## src/rtl/bitstream_density_pkg.sv

```systemverilog
// Shared definitions for the bitstream density meter: FSM state encoding,
// default result width and the full-scale probability value (2**16 == "always 1").
// Optional feature macro used by the top level: DENSITY_METER_CONTINUOUS_EN.
package bitstream_density_pkg;

  typedef enum logic [1:0] {
    ST_IDLE   = 2'd0,
    ST_COUNT  = 2'd1,
    ST_REPORT = 2'd2
  } state_e;

  localparam int PROB_W_DEFAULT = 32'sd17;
  localparam int FULL_SCALE     = 32'sd65536;

endpackage

```

## src/rtl/bitstream_density_meter_tick_window_counter.sv

```systemverilog
// Window tick counter for the density meter. Counts qualified sample ticks and
// flags the last tick position of the window. A clear that coincides with a tick
// starts the new window already holding that tick, so back-to-back windows lose
// nothing.
module tick_window_counter #(
  parameter int WIDTH = 16
) (
  input  logic clk_i,
  input  logic srst_i,
  input  logic clear_i,
  input  logic tick_i,
  output logic terminal_o
);

  logic [WIDTH-1:0] tick_cnt_r;

  // Tick counter: reset, clear (optionally seeding the coincident tick), or count.
  always_ff @(posedge clk_i) begin
    if (srst_i) begin
      tick_cnt_r <= {WIDTH{1'b0}};
    end else if (clear_i) begin
      tick_cnt_r <= WIDTH'(tick_i);
    end else if (tick_i) begin
      tick_cnt_r <= tick_cnt_r + WIDTH'(1'b1);
    end else begin
      tick_cnt_r <= tick_cnt_r;
    end
  end

  // Terminal count: the next counted tick closes the window.
  always_comb begin
    terminal_o = (tick_cnt_r == {WIDTH{1'b1}});
  end

endmodule

```

## src/rtl/bitstream_density_meter.sv

```systemverilog
// Bitstream density meter: measures the fraction of ones in a sampled bitstream
// over a window of 2**WINDOW_LOG2 sample ticks and reports it in probability
// units where 2**16 means "always 1".
// Optional macro DENSITY_METER_CONTINUOUS_EN: windows run back-to-back after a
// single start; without it every measurement needs its own start_i.
module bitstream_density_meter
  import bitstream_density_pkg::*;
#(
  parameter int WINDOW_LOG2 = 16,
  parameter int PROB_W      = PROB_W_DEFAULT
) (
  input  logic              clk_i,
  input  logic              srst_i,
  input  logic              sample_tick_i,
  input  logic              bit_i,
  input  logic              start_i,
  output logic              busy_o,
  output logic [PROB_W-1:0] density_o,
  output logic              density_valid_o
);

  localparam int ONES_W = WINDOW_LOG2 + 1;
  localparam int SHIFT  = $clog2(FULL_SCALE) - WINDOW_LOG2;

  state_e              state_r;
  state_e              state_next_s;
  logic                clear_s;
  logic                tick_en_s;
  logic                tick_s;
  logic                terminal_s;
  logic [ONES_W-1:0]   ones_cnt_r;
  logic [ONES_W-1:0]   ones_inc_s;
  logic [ONES_W-1:0]   ones_sum_s;
  logic [PROB_W-1:0]   density_calc_s;
  logic                busy_r;
  logic [PROB_W-1:0]   density_r;
  logic                density_valid_r;

  tick_window_counter #(
    .WIDTH (WINDOW_LOG2)
  ) u_tick_window_counter (
    .clk_i      (clk_i),
    .srst_i     (srst_i),
    .clear_i    (clear_s),
    .tick_i     (tick_s),
    .terminal_o (terminal_s)
  );

  // State register.
  always_ff @(posedge clk_i) begin
    if (srst_i) begin
      state_r <= ST_IDLE;
    end else begin
      state_r <= state_next_s;
    end
  end

  // Next-state logic plus counter clear/enable strobes.
  always_comb begin
    state_next_s = state_r;
    clear_s      = 1'b0;
    tick_en_s    = 1'b0;
    case (state_r)
      ST_IDLE: begin
        if (start_i) begin
          state_next_s = ST_COUNT;
          clear_s      = 1'b1;
        end else begin
          state_next_s = ST_IDLE;
        end
      end
      ST_COUNT: begin
        tick_en_s = 1'b1;
        if (sample_tick_i && terminal_s) begin
          state_next_s = ST_REPORT;
        end else begin
          state_next_s = ST_COUNT;
        end
      end
      ST_REPORT: begin
`ifdef DENSITY_METER_CONTINUOUS_EN
        // Restart immediately; a tick in this cycle belongs to the new window.
        state_next_s = ST_COUNT;
        clear_s      = 1'b1;
        tick_en_s    = 1'b1;
`else
        state_next_s = ST_IDLE;
`endif
      end
      default: begin
        state_next_s = ST_IDLE;
      end
    endcase
  end

  // Qualified tick, ones increment and the density the window would report now.
  always_comb begin
    tick_s         = tick_en_s & sample_tick_i;
    ones_inc_s     = ONES_W'(bit_i & tick_s);
    ones_sum_s     = ones_cnt_r + ones_inc_s;
    density_calc_s = PROB_W'(ones_sum_s) << SHIFT;
  end

  // Ones counter, one bit wider than the tick counter so a full window fits.
  always_ff @(posedge clk_i) begin
    if (srst_i) begin
      ones_cnt_r <= {ONES_W{1'b0}};
    end else if (clear_s) begin
      ones_cnt_r <= ones_inc_s;
    end else begin
      ones_cnt_r <= ones_sum_s;
    end
  end

  // Registered outputs, decoded from the next state so they line up with it.
  always_ff @(posedge clk_i) begin
    if (srst_i) begin
      busy_r          <= 1'b0;
      density_r       <= {PROB_W{1'b0}};
      density_valid_r <= 1'b0;
    end else begin
      busy_r          <= (state_next_s == ST_COUNT);
      density_valid_r <= (state_next_s == ST_REPORT);
      if (state_next_s == ST_REPORT) begin
        density_r <= density_calc_s;
      end else begin
        density_r <= density_r;
      end
    end
  end

  assign busy_o          = busy_r;
  assign density_o       = density_r;
  assign density_valid_o = density_valid_r;

endmodule

```

## config.mk

```make
export PLATFORM = sky130hd
export DESIGN_NAME = bitstream_density_meter
export DESIGN_NICKNAME = d
export VERILOG_FILES = /design/src/rtl/bitstream_density_pkg.sv /design/src/rtl/bitstream_density_meter_tick_window_counter.sv /design/src/rtl/bitstream_density_meter.sv
export SDC_FILE = /design/constraint.sdc
export NUM_CORES = 1
export LEC_CHECK = 0
export ABC_AREA = 1
export CAP_MARGIN = 20
export CORE_MARGIN = 3
export CORE_UTILIZATION = 30
export DETAILED_ROUTE_END_ITERATION = 12
export PLACE_DENSITY = 0.59
export SLEW_MARGIN = 25
export SYNTH_ARGS = -nofsm -noshare
export SYNTH_HDL_FRONTEND = slang
export SYNTH_HIERARCHICAL = 1
export SYNTH_SLANG_ARGS = --single-unit
```

## constraint.sdc

```tcl
create_clock -name clk_i -period 1.7 [get_ports clk_i]
set_input_delay 0.17 -clock clk_i [delete_from_list [all_inputs] [get_ports clk_i]]
set_output_delay 0.17 -clock clk_i [all_outputs]
set_load 0.05 [all_outputs]
```

# Word level (Yosys, flattened, before mapping)
# Index checks and enable logic that the tools add are counted.
# word_totals
regBits	54
out_inout_bits	19
# op_classes
n_addsub	2
n_eq_ne	4
muxes	9
bitwise	2
n_reduce_logical	4
# ops
op	n
17-bit by 1-bit adder with 17-bit output	1
17-bit 2-to-1 mux	1
16-bit by 1-bit adder with 16-bit output, second input constant	1
16-bit == test, second input constant	1
1-bit 2-to-1 mux	6
2-bit by 1-bit == test with 1-bit output, second input constant	2
2-bit case mux with 2 select lines	1
1-bit bitwise AND	2
2-bit == test, second input constant	1
2-bit logical NOT	1
2-bit 2-to-1 mux	1
2-bit nonzero test	1
2-bit OR reduction	1
1-bit logical AND	1

# Longest topological paths before layout
# Gate-level depths: netlist of run 1.
# logic_depth
ltp_word	6
ltp_mapped	12
depth_no_buf	12

# By module
# The synthesis of run 1 kept the hierarchy.
# modules_own_cells
module	n_inst	cells_each	area_per_inst_um2	seq_area_each_um2
bitstream_density_meter	1	226	1662.8	760.7
tick_window_counter	1	134	920.9	320.3

# Least setup slack after synthesis of run 1
# OpenSTA, ideal clock, no wires.
# synth_path
path_type	reg2reg
start	register state_r[1]
end	register density_r[14] (netlist: density_o[14])
arrival_time_ns	1.614
slack_ns	-0.023
stages_incl_launch_ff	13
path_buffers	0
cell_sequence	dfxtp_1 -> inv_1 -> nand2_1 -> nor3b_1 -> ha_1 -> ha_1 -> nand3_1 -> nor2_2 -> nand3_1 -> nand2_1 -> nand3_1 -> nand2_1 -> inv_1
# synth_between
elab_chain_len	5
# synth_lines
element	line	text
start: declaration	bitstream_density_meter.sv:25	state_e state_r;
start signal: assignment	bitstream_density_meter.sv:54	state_r <= state_next_s;
2-bit by 1-bit == test with 1-bit output	bitstream_density_meter.sv:63	case (state_r)
1-bit 2-to-1 mux	bitstream_density_meter.sv:63	
1-bit bitwise AND	bitstream_density_meter.sv:98	tick_s = tick_en_s & sample_tick_i;
1-bit bitwise AND	bitstream_density_meter.sv:99	ones_inc_s = ONES_W'(bit_i & tick_s);
17-bit by 1-bit adder with 17-bit output	bitstream_density_meter.sv:100	ones_sum_s = ones_cnt_r + ones_inc_s;
end signal: assignment	bitstream_density_meter.sv:119	density_r <= {PROB_W{1'b0}};
end signal: assignment	bitstream_density_meter.sv:125	density_r <= density_calc_s;
end signal: assignment	bitstream_density_meter.sv:127	density_r <= density_r;
end: declaration	bitstream_density_meter.sv:36	logic [PROB_W-1:0] density_r;
# Parallel ways exist; a longest one is shown, timed or not.
# A chain may end at the register's enable or synchronous reset.

# Worst setup path in the final report of run 1
# layout_path
start	register u_tick_window_counter.tick_cnt_r[1]
end	register density_r[16] (netlist: density_o[16])
# layout_between
elab_chain_len	5
# layout_lines
element	line	text
start: declaration	bitstream_density_meter_tick_window_counter.sv:15	logic [WIDTH-1:0] tick_cnt_r;
start signal: assignment	bitstream_density_meter_tick_window_counter.sv:20	tick_cnt_r <= {WIDTH{1'b0}};
start signal: assignment	bitstream_density_meter_tick_window_counter.sv:22	tick_cnt_r <= WIDTH'(tick_i);
start signal: assignment	bitstream_density_meter_tick_window_counter.sv:24	tick_cnt_r <= tick_cnt_r + WIDTH'(1'b1);
16-bit == test	bitstream_density_meter_tick_window_counter.sv:32	terminal_o = (tick_cnt_r == {WIDTH{1'b1}});
net terminal_s	bitstream_density_meter.sv:30	logic terminal_s;
1-bit logical AND	bitstream_density_meter.sv:74	if (sample_tick_i && terminal_s) begin
2-bit 2-to-1 mux	bitstream_density_meter.sv:74	
2-bit case mux with 2 select lines	bitstream_density_meter.sv:63	
2-bit == test	bitstream_density_meter.sv:124	if (state_next_s == ST_REPORT) begin
# The timed path passes the listed nets, and every way through them passes these cells.

==> results.tsv, run 1 <==
stage	metric	value	unit
finish	area_growth	41.4	%
worst_setup_path	cp-startpoint	u_tick_window_counter/tick_cnt_r[1]	
worst_setup_path	cp.required	1920	ps
flow_run	max_cap_viol_count	0	
worst_setup_path	r2r_end	density_o[16]	
grt	gr-total-overflow	0	
finish	layout_common_cells	nor2_1 (59), nand2_1 (56), inv_1 (49), buf_4 (49), dfxtp_1 (48)	
synthesis	async_flop_share	0	%
worst_hold_path	min_path_cells	5	
sta	max_freq	0.584	GHz
sta	worstMarginPinSlew	505	ps
routing	routedWlPerCell	11.8	microns
worst_hold_path	hp-class	input pin to flop	
floorplanning	num_io_pins	24	
finish	fin_nets	437	
floorplanning	core_area	8300	sq um
outcome	violations	negative setup slack	
finish	final_cells	535	
synthesis	synth_fp_nets	368	
grt	grt_pass1_vias	2339	
sta	fin_crit_sh	101	%
synthesis	synth_edf_count	0	
grt	grt_use_total	12.9	%
grt	grt_antenna_before_repair	0	
sta	fin_ws	-10.9	ps
finish	drive_gt1_share	33.3	%
grt	grt_pass1_wl	10400	microns
worst_setup_path	reg2reg_depth	10	
synthesis	ys_ff_latch	54	
sta	hold_viol	0	
worst_setup_path	endpoint	density_o[16]	
routing	first_iter_violations	67	
synthesis	synth.avg_cell_area	7.18	sq um
placed_design	hpwl	4350	microns
routing	wl_met2	3250	microns
power_and_ir_drop	leakage	1.48	nW
sta	relSlewSlack	66.2	%
worst_setup_path	critPathCaptureType	flop	
outcome	status	finished with violations	
floorplanning	die_h	98.8	microns
routing	drc	0	
worst_setup_path	cp-start-kind	flop	
routing	wl_met3	155	microns
placed_design	port_buffers	23	
sta	skew	4.45	ps
placed_design	gp_congestion	0.818	
clock_network	cts-htree-levels	2	
clock_network	cts_sinks	54	
clock_network	root_buffer	clkbuf_8	
worst_setup_path	worstSetupPathType	flop to flop	
routing	drt-total-wl	6290	microns
finish	final_common_cell	nor2_1	
clock_network	worstSkewPairLatency	310	ps
sta	setup_viol	3	
floorplanning	placementRows	33	
routing	drtAntennaViolNets	0	
floorplanning	die_x	98.8	microns
synthesis	ys_types	28	
placed_design	dp_cells	518	
power_and_ir_drop	peakVddDrop	0.459	mV
finish	antenna_cells	0	
routing	vias	2434	
synthesis	synth_seq_area_share	41.8	%
routing	routed_via_density	4.55	
sta	rsz0062_at_grt	yes	
routing	top_layer_used	met4	
clock_network	clkTransAtPathRegs	100	ps
clock_network	clockBufferDepth	2	
synthesis	syn_inst	360	
routing	wl_met1	2840	microns
worst_setup_path	ff2ff_setup_slack	-10	ps
power_and_ir_drop	power	0.00215	W
routing	first_pass_iters	4	
sta	slew_viol_final	0	
worst_setup_path	worstReg2RegStart	u_tick_window_counter/tick_cnt_r[1]	
clock_network	numCtsBuffers	5	
sta	tns	-13.3	ps
sta	period_minus_slack	1710	ps
synthesis	synth_ff_type	dfxtp_1	
synthesis	ys_warn_count	6	
worst_setup_path	crit_fanout	6	
power_and_ir_drop	p_per_area	589	nW/um^2
grt	grt_max_degree	16	
worst_setup_path	crit_arrival	1930	ps
clock_network	cts_tree	done	
floorplanning	die_area	9760	sq um
synthesis	syn-cell-area	2580	sq um
floorplanning	start_util	31.1	%
routing by layer:
| layer | vias to the layer above | global-route usage [%] |
|---|---|---|
| li1 | 1265 | - |
| met1 | 1147 | 15.6 |
| met2 | 17 | 23.5 |
| met3 | 5 | 2.83 |
| met4 | 0 | 2.52 |
| met5 | - | 0 |
flip-flops by register name, indices dropped and copies added (netlist names):
| register | count |
|---|---|
| ones_cnt_r | 17 |
| busy_o | 1 |
| state_r | 2 |
| u_tick_window_counter/tick_cnt_r | 16 |
| density_o | 17 |
| density_valid_o | 1 |
critical path, stage by stage (launching register included):
cell and delay [ps]:
dfxtp_2 370, ha_4 150, nand3_4 90, nor4_4 270, nand2_2 110, nor2_4 200, buf_12 160, buf_16 120
nand3_2 60, nand2_1 60, inv_1 30
synthesized netlist by cell type, types with 5 or more instances:
cell      n  area (sq um)
nor2_1   62           233
o21ai_0  13          65.1
nand2_1  65           244
nand4_1   7          43.8
nand3_1  25           125
nand3_2   5          50.1
a21oi_1  22           110
nor2_2    9          56.3
inv_1    51           191
dfxtp_1  54          1080
xor2_1    6          52.6
nand2_2   8          50.1
nor2_4    6          67.6
logic make-up after synthesis:
family | count (synthesis) | share of synthesized area (%)
and+or+nand+nor | 193 | 35.2
DFF | 54 | 41.8
AOI/OAI and AO/OA | 44 | 9.83
buffers and inverters | 58 | 9.01
xor gates and xnor gates | 8 | 2.71
adders and majority gates | 3 | 1.45
worst min path at each step:
stage | from | to | slack [ps]
floorplan | srst_i | u_tick_window_counter/tick_cnt_r[0] | 240
global placement | ones_cnt_r[16] | ones_cnt_r[16] | 470
detailed placement | ones_cnt_r[16] | ones_cnt_r[16] | 470
CTS | ones_cnt_r[16] | ones_cnt_r[16] | 490
global route | sample_tick_i | state_r[0] | 470
finish | sample_tick_i | state_r[0] | 400
cell type report:
| class | count | area (sq um) |
|---|---|---|
| clock buffer | 7 | 86.3 |
| clock inverter | 1 | 5.00 |
| multi-input combinational | 248 | 1520 |
| tap | 105 | 131 |
| timing repair buffer | 69 | 628 |
| sequential | 54 | 1090 |
| inverter | 51 | 191 |
| fill | 823 | 4650 |
stage by stage:
step                setup slack [ps]  cell area [sq um]  util, %  hold slack [ps]
floorplan                       3.60               2600        -              239
global route                    -125               3650     44.0              468
finish                         -10.9               3650     44.0              402
detailed placement              -395               3190     38.4              474
global placement                -379               3190     38.4              470
CTS                            -79.5               3470     41.8              490
power breakdown:
group	leakage, nW	switching (W)	total [W]	internal, W
sequential	0.438	0.00000464	0.00128	0.00127
combinational	0.992	0.0000678	0.000113	0.0000450
clock	0.0482	0.000432	0.000762	0.000330
total	1.48	0.000504	0.00215	0.00165
timing repair:
item                                    4_1_cts  5_1_grt
resized for setup                            25       44
cloned                                        2        0
hold buffers                                  0        0
setup buffers                                 5        2
endpoints found under the setup margin       26       33
pin swaps                                    15       20
No activity file was read; power rests on OpenSTA's default activity.
==> run 2, diff against run 1 <==
Settings changed: PLACE_DENSITY 0.59 to 0.57.
Clock period 1.7 ns to 2.1 ns, I/O delays scaled along.
==> results.tsv, run 2 (synthesized netlist as in run 1, its figures left out) <==
stage	metric	value	unit
outcome	status	finished, final reports clean	
placed_design	port_buffers	23	
finish	drive_gt1_share	14.6	%
routing	routed_via_density	4.50	
clock_network	cts-htree-levels	2	
grt	grt_max_degree	16	
routing	drtAntennaViolNets	0	
floorplanning	placementRows	33	
clock_network	root_buffer	clkbuf_8	
finish	nFillCells	881	
placed_design	dpl_cell_area	3010	sq um
grt	grt_pass1_wl	9490	microns
sta	rsz0062_at_grt	no	
finish	area_growth	20.3	%
finish	layout_common_cells	nand2_1 (65), nor2_1 (61), dfxtp_1 (54)	
clock_network	numCtsBuffers	5	
placed_design	hpwl	4120	microns
placed_design	gp_congestion	0.854	
finish	final_common_cell	nand2_1	
finish	design_area	3110	sq um
clock_network	clkTransAtPathRegs	100	ps
worst_setup_path	critPathCaptureType	flop	
routing	drc	0	
worst_setup_path	crit_fanout	11	
floorplanning	die_x	98.8	microns
floorplanning	core_area	8300	sq um
routing	first_iter_violations	51	
worst_setup_path	crit_arrival	2090	ps
clock_network	cts_sinks	54	
sta	relSlewSlack	63.7	%
sta	hold_viol	0	
sta	max_freq	0.534	GHz
floorplanning	start_util	31.1	%
sta	worstMarginPinSlew	543	ps
grt	gr-total-overflow	0	
power_and_ir_drop	peakVddDrop	0.358	mV
sta	setup_viol	0	
finish	fin_nets	403	
grt	grt_pass1_vias	2186	
worst_setup_path	worstSetupPathType	flop to flop	
grt	grt_use_total	11.7	%
sta	slew_viol_final	0	
finish	fin_util	37.4	%
sta	fin_ws	228	ps
grt	grt_antenna_before_repair	0	
sta	tns	0	ps
finish	antenna_cells	0	
floorplanning	num_io_pins	24	
sta	skew	8.28	ps
power_and_ir_drop	leakage	1.20	nW
power_and_ir_drop	p_per_area	550	nW/um^2
worst_setup_path	cp-start-kind	flop	
floorplanning	die_h	98.8	microns
placed_design	post-place-ws	-73.7	ps
clock_network	worstSkewPairLatency	310	ps
clock_network	clockBufferDepth	2	
power_and_ir_drop	power	0.00171	W
flow_run	max_cap_viol_count	0	
clock_network	postCtsSetupBuffers	0	
routing	first_pass_iters	4	
clock_network	cts_tree	done	
worst_hold_path	hp-class	flop to flop	
floorplanning	die_area	9760	sq um
routing	drt-total-wl	5430	microns
routing	routedWlPerCell	10.8	microns
sta	period_minus_slack	1870	ps
routing	vias	2256	
worst_setup_path	cp.required	2320	ps
sta	fin_crit_sh	89.1	%
## run 2: timing repair
action	in CTS	in global routing
gates resized for setup	0	3
endpoints found under the setup margin	0	4
hold buffers	0	0
## run 2: worst max-delay path, cell delays in order, from the launching register on
cell and delay (ps):
dfxtp_1 410, ha_1 220, nand3_2 120, nor4_1 270, nand2_1 160, nor2_4 200
buf_4 210, nand3_1 100, nand2_1 70, inv_1 30
## run 2: area by class of cell
class / instances / area, sq um / share of cell area (%)
clock inverter: 1 / 5.00 / 0.161
inverter: 51 / 191 / 6.16
timing repair buffer: 35 / 333 / 10.7
multi-input combinational: 248 / 1280 / 41.2
tap: 105 / 131 / 4.23
clock buffer: 7 / 86.3 / 2.78
sequential: 54 / 1080 / 34.8
## run 2: routing by layer
layer | wire length (microns) | vias to the layer above | track usage, %
met2 | 2650 | 30 | 20.3
met5 | 0 | - | 0
met4 | 42 | 0 | 3.99
li1 | - | 1199 | -
met3 | 176 | 4 | 2.62
met1 | 2570 | 1023 | 14.2
## run 2: path summary, 6_finish.rpt
path / from / endpoint / slack [ps] / cells past startpoint
max: u_tick_window_counter/tick_cnt_r[1] / density_o[13] / 230 / 9
min: ones_cnt_r[16] / ones_cnt_r[16] / 500 / 2
max reg2reg: u_tick_window_counter/tick_cnt_r[1] / density_o[13] / 230 / 9
min reg2reg: ones_cnt_r[16] / ones_cnt_r[16] / 500 / 2
## run 2: where the power goes
| part | total [W] | internal [W] | switching [W] |
|---|---|---|---|
| combinational | 0.0000794 | 0.0000289 | 0.0000504 |
| sequential | 0.00103 | 0.00103 | 0.00000330 |
| clock | 0.000598 | 0.000267 | 0.000331 |
## run 2: through the flow
stage          cells  hold WS, ps
2_1_floorplan    360          279
3_3_place_gp     493          462
3_5_place_dp     493          489
4_1_cts          501          505
5_1_grt          501          537
6_report         501          497
==> run 3, diff against run 2 <==
Settings changed: CELL_PAD_IN_SITES_DETAIL_PLACEMENT from default to 1, CELL_PAD_IN_SITES_GLOBAL_PLACEMENT from default to 2, PLACE_DENSITY 0.57 to 0.84.
==> results.tsv, run 3 (synthesized netlist as in run 1, its figures left out) <==
stage	metric	value	unit
finish	drive_gt1_share	14.9	%
power_and_ir_drop	power_frac_comb	4.9	%
clock_network	cts-htree-levels	2	
sta	tns	0	ps
outcome	status	finished, final reports clean	
sta	max_freq	0.520	GHz
clock_network	cts_sinks	54	
floorplanning	start_util	31.1	%
clock_network	hold_buffers	0	
worst_setup_path	crit_arrival	2180	ps
sta	relSlewSlack	65.8	%
sta	worstMarginPinSlew	511	ps
finish	fin_nets	404	
grt	grt_antenna_before_repair	0	
clock_network	clockBufferDepth	2	
grt	gr-total-overflow	0	
clock_network	clkTransAtPathRegs	90	ps
worst_setup_path	crit_fanout	3	
power_and_ir_drop	p_sw	0.000390	W
power_and_ir_drop	leakage	1.20	nW
worst_setup_path	cp-start-kind	input pin	
sta	fin_ws	176	ps
worst_setup_path	cp.required	2350	ps
power_and_ir_drop	power	0.00172	W
floorplanning	placementRows	33	
sta	slew_viol_final	0	
power_and_ir_drop	p_per_area	551	nW/um^2
sta	period_minus_slack	1920	ps
clock_network	numCtsBuffers	5	
finish	final_common_cell	nand2_1	
sta	setup_viol	0	
power_and_ir_drop	clkPwrFrac	35.0	%
worst_hold_path	hp-class	flop to flop	
worst_setup_path	critPathBufInv	3	
grt	grt_max_degree	30	
placed_design	gp_congestion	0.847	
floorplanning	die_area	9760	sq um
finish	antenna_cells	0	
flow_run	max_cap_viol_count	0	
worst_setup_path	cpPeakStageDelay	510	ps
sta	worst_hold_slack	502	ps
grt	grt_pass1_vias	2438	
worst_setup_path	critPathCaptureType	flop	
finish	area_growth	20.6	%
floorplanning	num_io_pins	24	
routing	routedWlPerCell	12.9	microns
routing	drc	0	
routing	vias	2320	
floorplanning	core_area	8300	sq um
worst_setup_path	crit_top_cell	nand3_1	
routing	routed_via_density	4.62	
placed_design	post-place-ws	-183	ps
power_and_ir_drop	peakVddDrop	0.216	mV
sta	rsz0062_at_grt	yes	
grt	grt_use_total	14.3	%
routing	drt-total-wl	6450	microns
placed_design	hpwl	4990	microns
worst_setup_path	critPathSlowestCell	clkdlybuf4s50_1	
power_and_ir_drop	pwr-share-seq	60.2	%
clock_network	worstSkewPairLatency	310	ps
finish	nFillCells	1073	
worst_setup_path	worstSetupPathType	input pin to flop	
sta	skew	11.0	ps
placed_design	port_buffers	23	
sta	fin_crit_sh	91.6	%
floorplanning	die_x	98.8	microns
power_and_ir_drop	cellInternalPower	0.00133	W
clock_network	cts_tree	done	
placed_design	dp_cells	493	
routing	first_iter_violations	47	
worst_setup_path	crit_family	simple AND/OR/NAND/NOR gates	
power_and_ir_drop	swShare	22.7	%
grt	grt_pass1_wl	11400	microns
floorplanning	die_h	98.8	microns
clock_network	root_buffer	clkbuf_8	
finish	layout_common_cells	nand2_1 (65), nor2_1 (62), dfxtp_1 (54)	
worst_setup_path	worstPathCellList	clkdlybuf4s50_1 -> inv_1 -> nor3b_2 -> ha_2 -> ha_2 -> nand3_1 -> nor2_1 -> nand3_1 -> nand3_1 -> nand2_1 -> inv_1	
routing	first_pass_iters	4	
finish	final_cells	502	
routing	drtAntennaViolNets	0	
sta	hold_viol	0	
[run 3: changes by cell type in the layout (fill, tap and decap cells not counted), sizes merged]
| cell | before | now |
|---|---|---|
| buf | 12 | 13 |
[run 3: metal layers]
layer  vias to the layer above  routed length (microns)  GRT usage, %
met5                         -                        0             0
li1                       1199                        -             -
met3                         7                      131          2.76
met1                      1094                     2820          16.9
met2                        20                     3440          26.6
met4                         0                       59          3.05
[run 3: timing repair]
item	in CTS	in global routing
setup buffers	0	1
setup endpoints to repair	0	19
gates resized for setup	0	3
[run 3: power groups by stage]
stage	clock network [W]	registers [W]	logic, W
5_1_grt	0.000691	0.00103	0.0000932
3_5_place_dp	0	0.00106	0.0000840
4_1_cts	0.000631	0.00103	0.0000841
3_3_place_gp	0	0.00106	0.0000815
6_report	0.000600	0.00103	0.0000834
2_1_floorplan	0	0.00106	0.0000414
[run 3: area by class of cell]
class | count | area (sq um) | area share (%)
timing repair buffer | 36 | 340 | 10.9
multi-input combinational | 248 | 1280 | 41.1
sequential | 54 | 1080 | 34.7
clock buffer | 7 | 86.3 | 2.77
clock inverter | 1 | 5.00 | 0.161
inverter | 51 | 191 | 6.14
tap | 105 | 131 | 4.22
[run 3: path summary, 6_finish.rpt]
| kind | startpoint | end | slack, ps | cells after the start |
|---|---|---|---|---|
| worst min-delay path | ones_cnt_r[15] | ones_cnt_r[15] | 500 | 2 |
| worst max-delay path | sample_tick_i | density_o[16] | 180 | 11 |
| worst max register to register | u_tick_window_counter/tick_cnt_r[1] | density_o[11] | 200 | 9 |
| worst min register to register | ones_cnt_r[15] | ones_cnt_r[15] | 500 | 2 |
[run 3: worst min-delay path, delay by kind of cell (launching register included)]
| kind | cells | cell delay [ps] |
|---|---|---|
| flops | 1 | 340 |
| compound gates | 2 | 130 |
[run 3: metrics by stage]
stage               area, sq um  util [%]
global placement           3010      36.2
detailed placement         3010      36.2
floorplan                  2580         -
global route               3120      37.5
CTS                        3100      37.3
finish                     3120      37.5
